File: src/rtl/rx_frame_dma_pkg.sv
// Shared e1000 RX DMA definitions: AXI encodings, status word layout, FSM states
// and the residual-strobe helpers used by the burst buffer.
package rx_frame_dma_pkg;

   localparam logic [2:0] AXI_SIZE_4B    = 3'b010;
   localparam logic [1:0] AXI_BURST_INCR = 2'b01;
   localparam logic [1:0] AXI_RESP_OKAY  = 2'b00;

   localparam int RXS_LEN   = 0;
   localparam int RXS_LEN_W = 16;
   localparam int RXS_EOP   = 16;
   localparam int RXS_BERR  = 17;

   typedef enum logic [2:0] {
      ST_IDLE,
      ST_FILL,
      ST_AW,
      ST_W,
      ST_B,
      ST_STAT
   } rx_state_e;

   // Strobe for the final beat of a burst; res is the byte count mod 4.
   function automatic logic [3:0] tail_strb(input logic [1:0] res);
      case (res)
         2'd1:    return 4'b0001;
         2'd2:    return 4'b0011;
         2'd3:    return 4'b0111;
         default: return 4'b1111;
      endcase
   endfunction

   function automatic logic [31:0] strb_mask(input logic [3:0] strb);
      logic [31:0] m;
      for (int i = 0; i < 4; i++) m[i*8 +: 8] = {8{strb[i]}};
      return m;
   endfunction

endpackage

File: src/rtl/rx_burst_buf.sv
// One-burst staging buffer: packs bytes little-endian into 32-bit words and
// presents a read beat with its strobe, zeroing lanes beyond the burst tail.
module rx_burst_buf
   import rx_frame_dma_pkg::*;
#(
   parameter  int BURST_BEATS = 16,
   localparam int IW = (BURST_BEATS > 1) ? $clog2(BURST_BEATS) : 1
) (
   input  logic          aclk,
   input  logic          wr_en_i,
   input  logic [IW+1:0] wr_pos_i,
   input  logic [7:0]    wr_byte_i,
   input  logic [IW-1:0] rd_idx_i,
   input  logic [IW-1:0] last_idx_i,
   input  logic [1:0]    res_i,
   output logic [31:0]   rd_data_o,
   output logic [3:0]    rd_strb_o
);

   logic [BURST_BEATS-1:0][31:0] mem_q;

   // Storage needs no reset: every lane read out is either written this burst or masked.
   always_ff @(posedge aclk) begin
      if (wr_en_i) mem_q[wr_pos_i[IW+1:2]][wr_pos_i[1:0]*8 +: 8] <= wr_byte_i;
   end

   always_comb begin
      rd_strb_o = (rd_idx_i == last_idx_i) ? tail_strb(res_i) : 4'hF;
      rd_data_o = mem_q[rd_idx_i] & strb_mask(rd_strb_o);
   end

endmodule

File: src/rtl/rx_frame_dma.sv
// Receive DMA: collects MAC RX bytes one burst at a time, writes each burst to
// the host buffer as an aligned AXI3 INCR burst and returns one status per buffer.
module rx_frame_dma
   import rx_frame_dma_pkg::*;
#(
   parameter int BURST_BEATS = 16,
   parameter int BUF_BYTES   = 2048
) (
   input  logic        aclk,
   input  logic        aresetn,
   input  logic [63:0] cmd_s_tdata,
   input  logic        cmd_s_tvalid,
   output logic        cmd_s_tready,
   output logic [31:0] stat_m_tdata,
   output logic        stat_m_tvalid,
   input  logic        stat_m_tready,
   input  logic [7:0]  mac_s_tdata,
   input  logic        mac_s_tvalid,
   input  logic        mac_s_tlast,
   output logic        mac_s_tready,
   output logic [3:0]  axi_m_awid,
   output logic [63:0] axi_m_awaddr,
   output logic [7:0]  axi_m_awlen,
   output logic [2:0]  axi_m_awsize,
   output logic [1:0]  axi_m_awburst,
   output logic        axi_m_awvalid,
   input  logic        axi_m_awready,
   output logic [3:0]  axi_m_wid,
   output logic [31:0] axi_m_wdata,
   output logic [3:0]  axi_m_wstrb,
   output logic        axi_m_wlast,
   output logic        axi_m_wvalid,
   input  logic        axi_m_wready,
   input  logic [3:0]  axi_m_bid,
   input  logic [1:0]  axi_m_bresp,
   input  logic        axi_m_bvalid,
   output logic        axi_m_bready
);

   localparam int BURST_BYTES = BURST_BEATS * 4;
   localparam int IW = (BURST_BEATS > 1) ? $clog2(BURST_BEATS) : 1;
   localparam int CW = $clog2(BURST_BYTES) + 1;
   localparam logic [63:0] ADDR_MASK = ~64'(BURST_BYTES - 1);

   rx_state_e     state_q;
   logic          cmd_rdy_q, mac_rdy_q, awvalid_q, wvalid_q, wlast_q, bready_q, stat_valid_q;
   logic [63:0]   base_q, awaddr_q;
   logic [7:0]    awlen_q;
   logic [31:0]   wdata_q, stat_q;
   logic [3:0]    wstrb_q;
   logic [15:0]   off_q, buf_cnt_q, buf_cnt_d;
   logic [CW-1:0] burst_cnt_q, burst_cnt_d;
   logic [IW-1:0] beat_q, rd_idx, last_idx;
   logic          eop_seen_q, err_q, err_d;
   logic          mac_hs, close_burst, buf_wr_en;
   logic [31:0]   rd_data, stat_d;
   logic [3:0]    rd_strb;
   logic          unused_bid;

   assign unused_bid = ^axi_m_bid;

   assign mac_hs      = mac_rdy_q & mac_s_tvalid;
   assign buf_cnt_d   = buf_cnt_q + 16'd1;
   assign burst_cnt_d = burst_cnt_q + 1'b1;
   assign close_burst = (burst_cnt_d == CW'(BURST_BYTES)) | mac_s_tlast |
                        (buf_cnt_d == 16'(BUF_BYTES));
   assign buf_wr_en   = (state_q == ST_FILL) & mac_hs;

   // During W the buffer is read one beat ahead so wdata can be registered.
   assign rd_idx   = (state_q == ST_W) ? beat_q + 1'b1 : '0;
   assign last_idx = awlen_q[IW-1:0];
   assign err_d    = err_q | (axi_m_bresp != AXI_RESP_OKAY);

   always_comb begin
      stat_d = '0;
      stat_d[RXS_LEN +: RXS_LEN_W] = buf_cnt_q;
      stat_d[RXS_EOP]              = eop_seen_q;
      stat_d[RXS_BERR]             = err_d;
   end

   rx_burst_buf #(.BURST_BEATS(BURST_BEATS)) u_buf (
      .aclk       (aclk),
      .wr_en_i    (buf_wr_en),
      .wr_pos_i   (burst_cnt_q[IW+1:0]),
      .wr_byte_i  (mac_s_tdata),
      .rd_idx_i   (rd_idx),
      .last_idx_i (last_idx),
      .res_i      (burst_cnt_q[1:0]),
      .rd_data_o  (rd_data),
      .rd_strb_o  (rd_strb)
   );

   always_ff @(posedge aclk) begin
      if (!aresetn) begin
         state_q      <= ST_IDLE;
         cmd_rdy_q    <= 1'b0;
         mac_rdy_q    <= 1'b0;
         awvalid_q    <= 1'b0;
         awaddr_q     <= '0;
         awlen_q      <= '0;
         wvalid_q     <= 1'b0;
         wdata_q      <= '0;
         wstrb_q      <= '0;
         wlast_q      <= 1'b0;
         bready_q     <= 1'b0;
         stat_valid_q <= 1'b0;
         stat_q       <= '0;
         base_q       <= '0;
         off_q        <= '0;
         buf_cnt_q    <= '0;
         burst_cnt_q  <= '0;
         beat_q       <= '0;
         eop_seen_q   <= 1'b0;
         err_q        <= 1'b0;
      end else begin
         case (state_q)
            ST_IDLE: begin
               if (cmd_rdy_q && cmd_s_tvalid) begin
                  base_q      <= cmd_s_tdata & ADDR_MASK;
                  off_q       <= '0;
                  buf_cnt_q   <= '0;
                  burst_cnt_q <= '0;
                  eop_seen_q  <= 1'b0;
                  err_q       <= 1'b0;
                  cmd_rdy_q   <= 1'b0;
                  mac_rdy_q   <= 1'b1;
                  state_q     <= ST_FILL;
               end else begin
                  cmd_rdy_q <= 1'b1;
               end
            end
            ST_FILL: begin
               if (mac_hs) begin
                  buf_cnt_q   <= buf_cnt_d;
                  burst_cnt_q <= burst_cnt_d;
                  if (mac_s_tlast) eop_seen_q <= 1'b1;
                  if (close_burst) begin
                     mac_rdy_q <= 1'b0;
                     awvalid_q <= 1'b1;
                     awaddr_q  <= base_q + 64'(off_q);
                     // ceil(n/4)-1 with n = burst_cnt_q+1
                     awlen_q   <= 8'(burst_cnt_q >> 2);
                     state_q   <= ST_AW;
                  end
               end
            end
            ST_AW: begin
               if (axi_m_awready) begin
                  awvalid_q <= 1'b0;
                  wvalid_q  <= 1'b1;
                  wdata_q   <= rd_data;
                  wstrb_q   <= rd_strb;
                  wlast_q   <= (last_idx == '0);
                  beat_q    <= '0;
                  state_q   <= ST_W;
               end
            end
            ST_W: begin
               if (axi_m_wready) begin
                  if (wlast_q) begin
                     wvalid_q <= 1'b0;
                     wlast_q  <= 1'b0;
                     wdata_q  <= '0;
                     wstrb_q  <= '0;
                     bready_q <= 1'b1;
                     state_q  <= ST_B;
                  end else begin
                     beat_q  <= rd_idx;
                     wdata_q <= rd_data;
                     wstrb_q <= rd_strb;
                     wlast_q <= (rd_idx == last_idx);
                  end
               end
            end
            ST_B: begin
               if (axi_m_bvalid) begin
                  bready_q <= 1'b0;
                  err_q    <= err_d;
                  if (eop_seen_q || buf_cnt_q == 16'(BUF_BYTES)) begin
                     stat_q       <= stat_d;
                     stat_valid_q <= 1'b1;
                     state_q      <= ST_STAT;
                  end else begin
                     off_q       <= off_q + 16'(BURST_BYTES);
                     burst_cnt_q <= '0;
                     mac_rdy_q   <= 1'b1;
                     state_q     <= ST_FILL;
                  end
               end
            end
            ST_STAT: begin
               if (stat_m_tready) begin
                  stat_valid_q <= 1'b0;
                  cmd_rdy_q    <= 1'b1;
                  state_q      <= ST_IDLE;
               end
            end
            default: state_q <= ST_IDLE;
         endcase
      end
   end

   assign cmd_s_tready  = cmd_rdy_q;
   assign mac_s_tready  = mac_rdy_q;
   assign stat_m_tdata  = stat_q;
   assign stat_m_tvalid = stat_valid_q;
   assign axi_m_awid    = 4'd0;
   assign axi_m_awaddr  = awaddr_q;
   assign axi_m_awlen   = awlen_q;
   assign axi_m_awsize  = AXI_SIZE_4B;
   assign axi_m_awburst = AXI_BURST_INCR;
   assign axi_m_awvalid = awvalid_q;
   assign axi_m_wid     = 4'd0;
   assign axi_m_wdata   = wdata_q;
   assign axi_m_wstrb   = wstrb_q;
   assign axi_m_wlast   = wlast_q;
   assign axi_m_wvalid  = wvalid_q;
   assign axi_m_bready  = bready_q;

endmodule

File: config.mk
export PLATFORM = sky130hd
export DESIGN_NAME = rx_frame_dma
export DESIGN_NICKNAME = d
export VERILOG_FILES = /design/src/rtl/rx_frame_dma_pkg.sv /design/src/rtl/rx_burst_buf.sv /design/src/rtl/rx_frame_dma.sv
export SDC_FILE = /design/constraint.sdc
export NUM_CORES = 1
export LEC_CHECK = 0
export CAP_MARGIN = 10
export CORE_MARGIN = 2
export CORE_UTILIZATION = 60
export DETAILED_ROUTE_END_ITERATION = 12
export DONT_BUFFER_PORTS = 1
export GPL_TIMING_DRIVEN = 0
export PLACE_DENSITY = 0.84
export SLEW_MARGIN = 10
export SYNTH_ARGS = -nofsm -noshare
export SYNTH_HDL_FRONTEND = slang
export SYNTH_SLANG_ARGS = --single-unit
File: constraint.sdc
create_clock -name aclk -period 8 [get_ports aclk]
set_clock_uncertainty 0.15 [all_clocks]
set_input_delay 2.4 -clock aclk [delete_from_list [all_inputs] [get_ports aclk]]
set_output_delay 2.4 -clock aclk [all_outputs]
set_load 0.01 [all_outputs]
==> Implementation_results.wiki <==
{| class="wikitable"
! Metric !! Value
|-
| Placeable core region || 0.0522 mm²
|-
| Fmax || 0.212 GHz
|-
| Drt first pass iters || 7
|-
| Via count of the first global-routing pass || 23,403
|-
| Clk sinks || 736
|-
| Count of cell types in the netlist || 66
|-
| Overall routing resource usage || 33.9%
|-
| Drt total wl || ~93 mm
|-
| Remaining global-route overflow || 0
|-
| CTS Buffer Depth || 3
|-
| Final-report setup violation count || 0
|-
| Net switching fraction of the power || 24.2%
|-
| Number of nets in the final layout || 3,054
|-
| Total clock buffers created by CTS || 73
|-
| Total via count after detailed routing || 24,341
|-
| Vias/cell || 6.58
|-
| # IOs || 247
|-
| Crit path max fanout || 10
|-
| Worst-skew pair later-pin latency || 0.63 ns
|-
| Cell area reported after detailed placement || 0.0325 mm²
|-
| Met3 Wirelength || between 10 and 15 mm
|-
| Share of power burned in the clock network || a little over two fifths
|-
| Power per cell area || ~240 mW/mm²
|-
| Final number of hold-violating endpoints || 0
|-
| Cell Rows || 84
|-
| Number of hold buffers added after cts || 0
|-
| Most used standard cell by instance count after synthesis || edfxtp_1
|-
| Gates resized, CTS repair || 0
|-
| Count of buffers from port buffering || 0
|-
| Top Metal Used || met5
|-
| H-tree levels || 3
|-
| Pint || about 0.0064 W
|-
| Clock tree root driver cell || clkbuf_16
|-
| Final Max Tran Viols || 0
|-
| Sort of element at the start of the critical path || input port
|-
| Share of the clock period used by the worst path || 58.9%
|-
| Setup TNS Final || 0 ns
|-
| Final critical path time including I/O delays and setup || 4.71 ns
|-
| Critical path endpoint category || flop
|-
| Initial core utilization || approximately three fifths
|-
| Setup repair bufs after CTS || 0
|-
| Detail Placement HPWL || approximately 64 mm
|-
| FFs w/ async S/R, synth || 0%
|-
| WS Path Type || in2reg
|-
| Combinational Power Share || about 7.6%
|-
| Detailed-route wire length per cell || about 25 µm
|-
| Seq pwr share || 50.7%
|-
| Synth top area share || between 40 and 50%
|-
| Sequential area share after synthesis || a little over three fifths
|-
| Synth cell count leaders || edfxtp_1, nand2_1, a21oi_1
|-
| RD Place Congestion || around 0.95
|-
| Initial antenna violation count || 6
|-
| Kind of path behind the tightest hold check || reg2reg
|-
| Maximum resistive drop on vdd || ~0.00018 V
|-
| Number of synthesized flops with an enable pin || 512
|-
| Horizontal die dimension || around 230 µm
|-
| Clock tree from TritonCTS || yes
|-
| Maximum number of pins on one net before global-route repair || 17
|-
| Flops & latches, synth || around 740
|-
| Number of nets with antenna violations after routing || 0
|-
| Area overhead of the layout relative to synthesis || 11.1%
|-
| Setup repair after global routing missed its margin || false
|-
| First-pass GRT wire length || about 140 mm
|-
| Pin slew with the least headroom to its limit || 1.31 ns
|-
| Flip-flop cell with the highest count after synthesis || edfxtp_1
|-
| Post-synthesis cell type with the largest combined area || edfxtp_1
|-
| Data arrival time at the worst-slack endpoint || 4.79 ns
|-
| Static leakage power || 11.1 nW
|-
| Worst rel slew slack || 12.2%
|-
| Count of maximum capacitance violations || 0
|-
| Area of the die || ~0.054 mm²
|-
| Synth Area per Inst || 11.1 µm²
|-
| DRC || 0
|-
| Biggest area contributors in the synthesized netlist || edfxtp_1, dfxtp_1, nand2_1
|-
| Share of post-route cells with drive strength above 1 || about 7.6%
|-
| DR WL met2 || about 44 mm
|-
| Power dissipated by switching net loads || a little over 0.002 W
|-
| Status || finished clean
|-
| WP data required || 8.08 ns
|-
| Yosys warning count || 0
|-
| Cell area after synthesis || roughly 0.032 mm²
|-
| Number of DRC violations after detailed-routing iteration 0 || 3,550
|-
| Design Area, Final || 0.0350 mm²
|-
| Vert. Die Dim || 233 µm
|-
| Gate count of the mapped netlist || 2,835
|-
| M1 WL || 32.0 mm
|-
| Clock slew at reported path FFs || 0.07 ns
|}
-- power groups by stage --
stage	sequential (W)	combinational (W)	clock, W
finish	0.00428	0.000647	0.00353
global route	0.00429	0.000699	0.00367
CTS	0.00428	0.000632	0.00351
detailed placement	0.00436	0.000627	0
global placement	0.00436	0.000597	0
floorplan	0.00434	0.000427	0
-- sequential cells by signal (all words and copies together) (netlist names), 3 cells and up --
name,cells
axi_m_wstrb,4
off_q,10
axi_m_awlen,5
beat_q,4
axi_m_wdata,32
stat_m_tdata,18
buf_cnt_q,16
base_q,58
axi_m_awaddr,58
u_buf.mem_q,512
state_q,3
burst_cnt_q,7
-- cell families after synthesis --
| group | count (synthesis) | synth area share (%) |
|---|---|---|
| adder cells (fa/ha/maj) | 22 | 0.897 |
| buffers and inverters | 273 | 3.84 |
| AO/OA/AOI/OAI | 637 | 12.5 |
| multiplexers | 86 | 2.83 |
| flip-flops | 736 | 63.0 |
| AND/OR/NAND/NOR | 1003 | 14.8 |
| XOR/XNOR | 76 | 2.11 |
| other | 2 | 0.0238 |
-- worst paths after layout --
path,cells past startpoint,endpoint,slack (ns),from
max,5,u_buf.mem_q[432],3.29,mac_s_tvalid
max reg2reg,10,axi_m_wdata[1],3.60,beat_q[0]
min reg2reg,2,base_q[11],0.32,base_q[11]
min,2,base_q[11],0.32,base_q[11]
-- per-stage QoR --
step | util (%) | std cells | setup slack, ns | hold WS [ns] | power (W)
finish | 67.1 | 3702 | 3.29 | 0.318 | 0.00846
global route | 67.1 | 3697 | 3.36 | 0.327 | 0.00866
CTS | 67.0 | 3694 | 3.39 | 0.317 | 0.00842
detailed placement | 62.3 | 3558 | 2.75 | 0.307 | 0.00499
global placement | 62.3 | 3557 | 2.88 | 0.294 | 0.00496
floorplan | - | 2869 | 3.86 | 0.282 | 0.00476
-- cell type report --
type	count	area, µm²
antenna	8	20.0
buffer	236	1070
clock buffer	113	2230
clock inverter	23	244
fill	3652	17200
inverter	37	139
multi-input combinational	1860	10600
sequential	736	19900
tap	688	861
timing repair buffer	1	11.3
-- critical path: stages --
cell and delay (ns):
nand2_1 0.07, nor2_1 0.69, nand2_1 0.39, clkbuf_1 0.30, nor2_1 0.93
-- routing by layer --
layer | track usage (%) | up-vias
met2 | 55.3 | 1793
met1 | 40.6 | 11607
li1 | - | 10540
met3 | 10.9 | 399
met4 | 16.9 | 2
met5 | 0 | -
-- cell usage in the layout (no fill, tap or decap), drive strengths merged, types with 26 or more instances in the layout --
cell type / Yosys / final
o21ai: 93 / 93
mux2i: 60 / 60
nand3: 77 / 77
mux2: 26 / 26
nand2: 478 / 478
a221oi: 32 / 32
a21oi: 256 / 256
conb: 2 / 36
and2: 92 / 92
a31oi: 71 / 71
nor2: 130 / 130
or3: 28 / 28
clkbuf: 155 / 268
edfxtp: 512 / 512
xnor2: 52 / 52
buf: 81 / 82
nor3: 66 / 66
inv: 37 / 42
a211oi: 86 / 86
dfxtp: 224 / 224
nand4: 36 / 36
o31ai: 26 / 26
(Power assumes the default switching activity.)
